--- config.mk ---
export PLATFORM = sky130hd
export DESIGN_NAME = exhaustive_stim_seq
export DESIGN_NICKNAME = d
export VERILOG_FILES = /design/src/rtl/exhaustive_stim_seq.sv
export SDC_FILE = /design/constraint.sdc
export NUM_CORES = 1
export LEC_CHECK = 0
export CAP_MARGIN = 15
export CORE_MARGIN = 4
export CORE_UTILIZATION = 40
export DETAILED_ROUTE_END_ITERATION = 10
export PLACE_DENSITY = 0.8
export SYNTH_ARGS = -nofsm -noshare
export SYNTH_HDL_FRONTEND = slang
export SYNTH_SLANG_ARGS = --single-unit
--- constraint.sdc ---
create_clock -name clk -period 5.2 [get_ports clk]
set_input_delay 1.04 -clock clk [delete_from_list [all_inputs] [get_ports clk]]
set_output_delay 1.04 -clock clk [all_outputs]
set_load 0.005 [all_outputs]
--- src/rtl/exhaustive_stim_seq.sv ---
// Exhaustive stimulus sequencer: walks every IN_W-bit input vector in ascending order,
// samples the DUT response on the last hold cycle of each vector and folds it into a MISR.
module exhaustive_stim_seq #(
    parameter int                IN_W        = 5,
    parameter int                OUT_W       = 6,
    parameter int                HOLD        = 1,
    parameter int                REPEAT_LAST = 1,
    parameter int                SIG_W       = 16,
    parameter logic [SIG_W-1:0]  POLY        = SIG_W'(16'h1021)
) (
    input  logic              clk,
    input  logic              rst_n,
    input  logic              start,
    input  logic [OUT_W-1:0]  resp,
    output logic [IN_W-1:0]   stim,
    output logic              stim_valid,
    output logic              busy,
    output logic              done,
    output logic [SIG_W-1:0]  sig,
    output logic [IN_W:0]     vec_count
);

    localparam int               HW        = (HOLD > 1) ? $clog2(HOLD) : 1;
    localparam logic [HW-1:0]    HOLD_LAST = HW'(HOLD - 1);
    localparam logic [HW-1:0]    HOLD_ONE  = HW'(1);
    localparam logic [IN_W-1:0]  STIM_LAST = '1;
    localparam logic [IN_W-1:0]  STIM_ONE  = IN_W'(1);
    localparam logic [IN_W:0]    VC_ONE    = (IN_W + 1)'(1);

    typedef enum logic [1:0] {
        S_IDLE   = 2'd0,
        S_APPLY  = 2'd1,
        S_FINISH = 2'd2
    } state_t;

    state_t            state, state_n;
    logic [HW-1:0]     hold_cnt, hold_n;
    logic [IN_W-1:0]   stim_n;
    logic [SIG_W-1:0]  sig_n;
    logic [IN_W:0]     vc_n;
    logic              rep_flag, rep_n;
    logic [1:0]        rst_pipe;
    logic              run_ok;
    logic [SIG_W-1:0]  resp_ext;
    logic [SIG_W-1:0]  misr_next;

    // Reset release is re-timed to clk; starts are refused until it has propagated.
    always_ff @(posedge clk or negedge rst_n) begin
        if (!rst_n) begin
            rst_pipe <= 2'b00;
        end else begin
            rst_pipe <= {rst_pipe[0], 1'b1};
        end
    end

    assign run_ok = rst_pipe[1];

    always_comb begin
        resp_ext              = '0;
        resp_ext[OUT_W-1:0]   = resp;
    end

    assign misr_next = {sig[SIG_W-2:0], 1'b0}
                     ^ (sig[SIG_W-1] ? POLY : '0)
                     ^ resp_ext;

    always_ff @(posedge clk or negedge rst_n) begin
        if (!rst_n) begin
            state     <= S_IDLE;
            stim      <= '0;
            hold_cnt  <= '0;
            sig       <= '0;
            vec_count <= '0;
            rep_flag  <= 1'b0;
        end else begin
            state     <= state_n;
            stim      <= stim_n;
            hold_cnt  <= hold_n;
            sig       <= sig_n;
            vec_count <= vc_n;
            rep_flag  <= rep_n;
        end
    end

    always_comb begin
        state_n = state;
        stim_n  = stim;
        hold_n  = hold_cnt;
        sig_n   = sig;
        vc_n    = vec_count;
        rep_n   = rep_flag;
        case (state)
            S_IDLE: begin
                if (start && run_ok) begin
                    state_n = S_APPLY;
                    stim_n  = '0;
                    hold_n  = '0;
                    sig_n   = '0;
                    vc_n    = '0;
                    rep_n   = 1'b0;
                end
            end
            S_APPLY: begin
                if (hold_cnt == HOLD_LAST) begin
                    sig_n = misr_next;
                    vc_n  = vec_count + VC_ONE;
                    // stim saturates at all ones; the optional repeat reuses it once.
                    if (stim != STIM_LAST) begin
                        stim_n = stim + STIM_ONE;
                        hold_n = '0;
                    end else if ((REPEAT_LAST != 0) && !rep_flag) begin
                        rep_n  = 1'b1;
                        hold_n = '0;
                    end else begin
                        state_n = S_FINISH;
                    end
                end else begin
                    hold_n = hold_cnt + HOLD_ONE;
                end
            end
            S_FINISH: begin
                state_n = S_IDLE;
            end
            default: begin
                state_n = S_IDLE;
            end
        endcase
    end

    assign busy       = (state == S_APPLY);
    assign stim_valid = (state == S_APPLY);
    assign done       = (state == S_FINISH);

endmodule

==> out/results.tsv, run 1 <==
stage	metric	value	unit
final_layout	Multi-input gate area	531.8	sq um
final_layout	final design instance area without fill	0.001852	sq mm
grt	first-pass GRT wire length	4823	microns
worst_setup_path	buffers and inverters on the worst path	2	
synthesis	post-synthesis instance area	0.001381	sq mm
die	Placement Rows	21	
clocking	TritonCTS clock tree	done	
drt	remaining antenna violation count	0	
synthesis	fraction of the mapped netlist area in adder cells	2.717	%
drt	First DRT Iteration DRCs	47	
die	chip width	66.77	microns
power_and_ir_drop	total power	1.221	mW
place	gpl congestion	0.7697	
clocking	H-tree levels	2	
power_and_ir_drop	share of total power in the clock network	12.3	%
clocking	CTS root buf	sky130_fd_sc_hd__clkbuf_4	
grt	total global routing track utilization	14.79	%
drt	router iterations before antenna repair	4	
drt	Via-to-Cell Ratio	5.080	
worst_setup_path	critical path start-end classification	reg -> out	
synthesis	proportion of synthesized area in mux cells	0.7246	%
worst_setup_path	Worst setup EP type	output port	
power_and_ir_drop	internal cell power	805.4	uW
synthesis	net count of the mapped netlist	125	
final_layout	fill cell total of the finished layout	303	
grt	number of global-route vias before repair	956	
clocking	CTS Hold Bufs	0	
power_and_ir_drop	portion of total power attributed to sequential cells	40.3	%
synthesis	area share of and/or/nand/nor cells after synthesis	10.05	%
clocking	number of resized instances in the post-cts repair step	0	
clocking	clock latency reported for the late side of the worst-skew pair	0.34	ns
worst_setup_path	reg2reg path depth	6	
worst_setup_path	WP data arrival	1.97	ns
die	initial core utilization	41.39	%
drt	Final Routed Wirelength	2909	microns
sta	count of final setup violators	0	
die	Top-Level Pins	39	
synthesis	Mean Syn Cell Area	12.22	sq um
synthesis	fraction of the mapped netlist area in compound gates	18.39	%
worst_hold_path	Min-Delay Endpoint	rst_pipe[1]$_DFF_PN0_	
job	max-capacitance violation count	0	
synthesis	Seq/Total Area, Yosys	57.97	%
clocking	clock input transition at the sequential cells of the worst setup and hold paths	0.09	ns
synthesis	number of register bits inferred by synthesis	32	
grt	largest net degree at the start of global routing	33	
clocking	clk sinks	32	
sta	relative slew slack	49.97	%
sta	maximum clock skew at final layout	0.01028	ns
power_and_ir_drop	leakage power	0.8149	nW
final_layout	Net count, final	165	
power_and_ir_drop	net switching power figure	415.3	uW
final_layout	Final Non-Filler Cells	200	
sta	clock period minus worst slack	3.013	ns
power_and_ir_drop	worst voltage drop across the vdd grid	0.0002912	V
clocking	number of post-CTS setup repair buffers	0	
place	IO buf count	38	
place	number of cells after detailed placement	192	
drt	Post-route DRC	0	
worst_setup_path	Critical Path Start Type	register	
worst_setup_path	worst reg2reg startpoint	stim[0]$_DFFE_PN0P_	
worst_setup_path	kind of cell with the highest combined delay on the critical path	buffers and inverters	
power_and_ir_drop	fraction of power spent switching nets	34.02	%
synthesis	top_reg_cell synth	sky130_fd_sc_hd__dfrtp_1	
status	outcome	complete, no violations	
drt	drt wl/cell	14.55	microns
power_and_ir_drop	combinational share of power	47.4	%
clocking	number of buffers on the longest clock path	2	
die	area of the die	0.004458	sq mm
clocking	number of buffers created by CTS	5	
die	standard cell core area	0.003337	sq mm
worst_setup_path	Crit-path slowest cell	sky130_fd_sc_hd__clkdlybuf4s50_1	
synthesis	synthesis warning total	0	
worst_hold_path	hold-critical path depth	0	
synthesis	xor/xnor cell area share of the yosys netlist	6.341	%
synthesis	largest family of logic cells by synthesized area	compound AO/OA/AOI/OAI gates	
sta	fmax	331.9	MHz
power_and_ir_drop	Pwr per Cell Area	659.2	mW/mm^2
synthesis	Post-synth EDFFs	0	
worst_setup_path	cells along the critical path	nand2b_2 > inv_2 > clkdlybuf4s50_1	
die	Die Height	66.77	microns
worst_setup_path	delay of the slowest cell on the worst path	0.59	ns
sta	transition at the pin with the smallest max-transition slack	0.7504	ns
final_layout	Register Area	800.8	sq um
grt	residual overflow from global routing	0	
worst_setup_path	setup slack of the worst register-to-register path	3.44	ns
worst_setup_path	CP max FO	26	
final_layout	number of antenna cells inserted	0	
sta	Hold Violations, Final	0	
grt	initial antenna violation count	0	
worst_hold_path	classification of the worst-slack hold path	reg -> reg	
synthesis	Synth async-reset ratio	100.0	%
worst_hold_path	startpoint of the lowest-slack hold path	rst_pipe[0]$_DFF_PN0_	
sta	Final Slew Violations	0	
sta	setup repair after global routing missed its margin	no	
synthesis	Post-Syn Instances	113	
place	post-place instance area	0.001789	sq mm
synthesis	Distinct cells, synth	34	
drt	vias after detailed routing	1016	
worst_setup_path	endpoint of the worst register-to-register path	stim[2]$_DFFE_PN0P_	
sta	final worst-path cycle share	57.94	%
final_layout	area growth from synthesis to layout	34.06	%
worst_setup_path	CP Data Required Time	4.16	ns
final_layout	fraction of layout instances using a drive strength above 1	6.494	%
place	Final HPWL DP	2006	microns
sta	total negative slack	0	ns
## power groups by stage
stage                     logic [mW]  registers [mW]  clock network (mW)
after global routing           0.643           0.515               0.166
after detailed placement       0.582           0.501                   0
after global placement         0.573           0.493                   0
after floorplan                0.302           0.486                   0
final                          0.579           0.492               0.150
after CTS                      0.588           0.496               0.155
## logic make-up (layout without fill, tap and decap cells)
| group | after synthesis | count (layout) |
|---|---|---|
| AO/OA/AOI/OAI | 33 | 33 |
| XOR/XNOR | 10 | 10 |
| adder cells (fa/ha/maj) | 3 | 3 |
| buffers and inverters | 9 | 50 |
| flip-flops | 32 | 32 |
| multiplexers | 1 | 1 |
| other | 1 | 1 |
| AND/OR/NAND/NOR | 24 | 24 |
## per-layer routing
metal  up-vias  global-route usage, %  part of all wire (%)
li1        491                      -                     -
met1       495                  20.41                    46
met2        28                  21.04                    49
met3         2                  5.565                   4.9
met4         0                  5.330                  0.48
met5         -                      0                     0
## state kept, by name, summed over array words and instances (netlist names)
signal,cells
sig,16
vec_count,6
stim,5
rst_pipe,2
state,2
rep_flag,1
## metrics by stage
stage	utilization (%)	worst slack (ns)	hold WS, ns
5_1_grt	55.49	2.025	0.3799
3_3_place_gp	53.62	2.588	0.3326
2_1_floorplan	-	3.107	0.3312
6_report	55.49	2.187	0.3548
3_5_place_dp	53.62	2.520	0.3347
4_1_cts	55.49	2.156	0.3568
## Yosys cell counts, types with 2 or more instances
cell / count / area (sq um)
sky130_fd_sc_hd__xor2_1: 7 / 61.31
sky130_fd_sc_hd__a21oi_1: 5 / 25.02
sky130_fd_sc_hd__o21ai_0: 2 / 10.01
sky130_fd_sc_hd__xnor2_1: 3 / 26.28
sky130_fd_sc_hd__a22o_1: 19 / 166.4
sky130_fd_sc_hd__nor2_1: 2 / 7.510
sky130_fd_sc_hd__and3_1: 3 / 18.77
sky130_fd_sc_hd__buf_2: 3 / 15.01
sky130_fd_sc_hd__inv_1: 2 / 7.510
sky130_fd_sc_hd__ha_1: 3 / 37.54
sky130_fd_sc_hd__nand3_1: 3 / 15.01
sky130_fd_sc_hd__nand2_1: 6 / 22.52
sky130_fd_sc_hd__dfrtp_1: 32 / 800.8
sky130_fd_sc_hd__nor3_1: 2 / 10.01
sky130_fd_sc_hd__a31oi_1: 2 / 12.51
## how the worst max path moves through the flow
stage / cells after the start / slack [ns] / to / startpoint
after floorplan: 4 / 3.11 / stim_valid / state[1]$_DFFE_PN0P_
after global placement: 3 / 2.59 / stim_valid / state[1]$_DFFE_PN0P_
after detailed placement: 4 / 2.52 / sig[4]$_DFFE_PN0P_ / start
after CTS: 3 / 2.16 / stim_valid / state[1]$_DFFE_PN0P_
after global routing: 3 / 2.02 / stim_valid / state[1]$_DFFE_PN0P_
final: 3 / 2.19 / stim_valid / state[1]$_DFFE_PN0P_
## layout make-up
type,instances,area share [%]
Tap cell,46,3.108
Clock inverter,1,0.4054
Timing Repair Buffer,39,20.95
Multi-Input combinational cell,72,28.72
Sequential cell,32,43.24
Inverter,3,0.6081
Clock buffer,7,2.973
## placed cells by master, fill, tap and decap left out, types with 2 or more instances in the layout
cell type / count
sky130_fd_sc_hd__a21oi_1: 5
sky130_fd_sc_hd__a22o_1: 19
sky130_fd_sc_hd__a31oi_1: 2
sky130_fd_sc_hd__and3_1: 3
sky130_fd_sc_hd__clkbuf_4: 5
sky130_fd_sc_hd__clkdlybuf4s50_1: 38
sky130_fd_sc_hd__dfrtp_1: 32
sky130_fd_sc_hd__ha_1: 3
sky130_fd_sc_hd__inv_1: 2
sky130_fd_sc_hd__nand2_1: 6
sky130_fd_sc_hd__nand3_1: 3
sky130_fd_sc_hd__nor2_1: 2
sky130_fd_sc_hd__nor3_1: 2
sky130_fd_sc_hd__o21ai_0: 2
sky130_fd_sc_hd__xnor2_1: 3
sky130_fd_sc_hd__xor2_1: 7
Note: power is estimated with default switching activity, not from simulation.
==> run 2, diff against run 1 <==
--- a/config.mk
+++ b/config.mk
@@ -9,7 +9,7 @@
 export CORE_MARGIN = 4
 export CORE_UTILIZATION = 40
 export DETAILED_ROUTE_END_ITERATION = 10
-export PLACE_DENSITY = 0.8
+export PLACE_DENSITY = 0.82
 export SYNTH_ARGS = -nofsm -noshare
 export SYNTH_HDL_FRONTEND = slang
 export SYNTH_SLANG_ARGS = --single-unit
==> constraint.sdc (replaced) <==
create_clock -name clk -period 2.5 [get_ports clk]
set_input_delay 0.5 -clock clk [delete_from_list [all_inputs] [get_ports clk]]
set_output_delay 0.5 -clock clk [all_outputs]
set_load 0.005 [all_outputs]
==> run 2 against run 1 <==
  * Flip-flop and latch count stayed put
  * Core utilization is 0.22 points higher
  * Clock skew is 0.0036 ns higher
  * Setup slack worse by 1.9 ns
  * Sequential share of layout area is 0.17 points lower
  * Critical path depth stayed put
  * Routed wire length is 3.2% higher
  * Combinational power is 110% higher
  * Cell area is 0.41% higher
  * Worst hold slack better by 0.0049 ns
  * Global-route usage is 0.37 points lower
  * Largest cell class unchanged
==> out/results.tsv, run 2 (synthesized netlist as in run 1, its figures left out) <==
stage	metric	value	unit
die	Top-Level Pins	39	
worst_setup_path	Crit-path slowest cell	sky130_fd_sc_hd__clkdlybuf4s50_1	
grt	first-pass GRT wire length	4781	microns
status	outcome	complete, no violations	
power_and_ir_drop	Pwr per Cell Area	1381	mW/mm^2
sta	transition at the pin with the smallest max-transition slack	0.7314	ns
worst_setup_path	cells along the critical path	nand2b_2 > inv_2 > clkdlybuf4s50_1	
final_layout	number of antenna cells inserted	0	
sta	final worst-path cycle share	88.00	%
die	standard cell core area	0.003337	sq mm
final_layout	Final Non-Filler Cells	201	
drt	vias after detailed routing	1056	
place	gpl congestion	0.7853	
place	IO buf count	38	
drt	router iterations before antenna repair	4	
sta	setup repair after global routing missed its margin	no	
die	Placement Rows	21	
worst_hold_path	classification of the worst-slack hold path	reg -> reg	
clocking	number of buffers on the longest clock path	2	
clocking	clock input transition at the sequential cells of the worst setup and hold paths	0.10	ns
power_and_ir_drop	worst voltage drop across the vdd grid	0.0005665	V
place	Final HPWL DP	2093	microns
place	number of cells after detailed placement	193	
final_layout	fraction of layout instances using a drive strength above 1	7.097	%
die	chip width	66.77	microns
clocking	H-tree levels	2	
clocking	clock latency reported for the late side of the worst-skew pair	0.33	ns
worst_setup_path	CP max FO	8	
drt	Via-to-Cell Ratio	5.254	
sta	fmax	454.6	MHz
worst_setup_path	WP data arrival	1.70	ns
drt	Post-route DRC	0	
final_layout	Net count, final	166	
sta	Final Slew Violations	0	
worst_setup_path	critical path start-end classification	reg -> out	
sta	minimum hold slack	0.3598	ns
sta	Hold Violations, Final	0	
clocking	CTS Hold Bufs	0	
worst_setup_path	CP Data Required Time	2.00	ns
final_layout	fill cell total of the finished layout	310	
grt	largest net degree at the start of global routing	33	
grt	total global routing track utilization	14.41	%
clocking	TritonCTS clock tree	done	
final_layout	highest-count cells in the layout ignoring fill and taps	sky130_fd_sc_hd__clkdlybuf4s50_1, sky130_fd_sc_hd__dfrtp_1, sky130_fd_sc_hd__a22o_1	
clocking	CTS root buf	sky130_fd_sc_hd__clkbuf_4	
sta	maximum clock skew at final layout	0.01389	ns
drt	remaining antenna violation count	0	
clocking	number of buffers created by CTS	5	
final_layout	Regs by FF count	sig (16), vec_count (6), stim (5)	
final_layout	register with the most flip-flops	sig	
clocking	number of post-CTS setup repair buffers	0	
clocking	number of resized instances in the post-cts repair step	0	
grt	number of global-route vias before repair	1027	
die	initial core utilization	41.39	%
sta	total negative slack	0	ns
worst_setup_path	Worst setup EP type	output port	
power_and_ir_drop	total power	2.568	mW
drt	Final Routed Wirelength	3001	microns
worst_setup_path	kind of cell with the highest combined delay on the critical path	buffers and inverters	
job	max-capacitance violation count	0	
die	area of the die	0.004458	sq mm
sta	relative slew slack	51.24	%
grt	initial antenna violation count	0	
worst_setup_path	buffers and inverters on the worst path	2	
grt	residual overflow from global routing	0	
sta	count of final setup violators	0	
final_layout	leading cell type in the layout, fill and taps excluded	sky130_fd_sc_hd__clkdlybuf4s50_1	
drt	First DRT Iteration DRCs	111	
final_layout	area growth from synthesis to layout	34.60	%
sta	clock period minus worst slack	2.200	ns
clocking	clk sinks	32	
worst_setup_path	delay of the slowest cell on the worst path	0.51	ns
drt	drt wl/cell	14.93	microns
power_and_ir_drop	leakage power	0.8191	nW
final_layout	max FFs per register	16	
die	Die Height	66.77	microns
worst_setup_path	Critical Path Start Type	register	
run 2: metal layers:
metal,routed length [microns],vias to the layer above,track usage (%),part of all wire [%]
li1,-,491,-,-
met1,1265,525,16.67,42
met2,1550,36,25.25,52
met3,158,4,5.228,5.3
met4,26,0,3.299,0.87
met5,0,-,0,0
run 2: final cells by class:
cell class,instances,area [sq um],share of cell area (%)
sequential,32,800.8,43.07
tap,46,57.56,3.096
clock inverter,1,7.507,0.4038
inverter,3,11.26,0.6057
multi-input combinational,72,531.8,28.60
timing repair buffer,40,395.4,21.27
clock buffer,7,55.05,2.961
run 2: worst register-to-register path, cell delays in order, from the launching register on:
cell	delay (ns)
sky130_fd_sc_hd__dfrtp_1	0.45
sky130_fd_sc_hd__ha_1	0.23
sky130_fd_sc_hd__and3_1	0.18
sky130_fd_sc_hd__ha_1	0.28
sky130_fd_sc_hd__and4bb_1	0.32
sky130_fd_sc_hd__xor2_1	0.13
sky130_fd_sc_hd__and2_1	0.14
run 2: where the power goes:
| part | total, mW | internal, mW | switching, mW |
|---|---|---|---|
| Sequential | 1.03 | 0.771 | 0.263 |
| Combinational | 1.22 | 0.775 | 0.442 |
| Clock | 0.317 | 0.138 | 0.180 |
run 2: final timing paths:
path,startpoint,endpoint,slack (ns),cells after the start
max in group asynchronous,rst_n,vec_count[5]$_DFFE_PN0P_,1.66,2
min in group asynchronous,rst_n,stim[1]$_DFFE_PN0P_,0.54,2
setup / recovery,state[1]$_DFFE_PN0P_,busy,0.30,3
setup reg to reg,stim[0]$_DFFE_PN0P_,stim[2]$_DFFE_PN0P_,0.70,6
hold / removal,rst_pipe[0]$_DFF_PN0_,rst_pipe[1]$_DFF_PN0_,0.36,0
hold reg to reg,rst_pipe[0]$_DFF_PN0_,rst_pipe[1]$_DFF_PN0_,0.36,0
run 2: stage by stage:
step	util, %	worst slack, ns	instance area, sq um
final	55.72	0.3001	1859
after global routing	55.72	0.2459	1859
after CTS	55.72	0.3044	1859
after floorplan	-	0.7899	1381
after global placement	53.84	0.4623	1797
after detailed placement	53.84	0.3396	1797
==> run 3, diff against run 2 <==
--- a/config.mk
+++ b/config.mk
@@ -10,6 +10,7 @@
 export CORE_UTILIZATION = 40
 export DETAILED_ROUTE_END_ITERATION = 10
 export PLACE_DENSITY = 0.82
+export SKIP_LAST_GASP = 1
 export SYNTH_ARGS = -nofsm -noshare
 export SYNTH_HDL_FRONTEND = slang
 export SYNTH_SLANG_ARGS = --single-unit
==> results of run 3 <==
No change in the layout: final DEF, timing and power equal those of run 2.
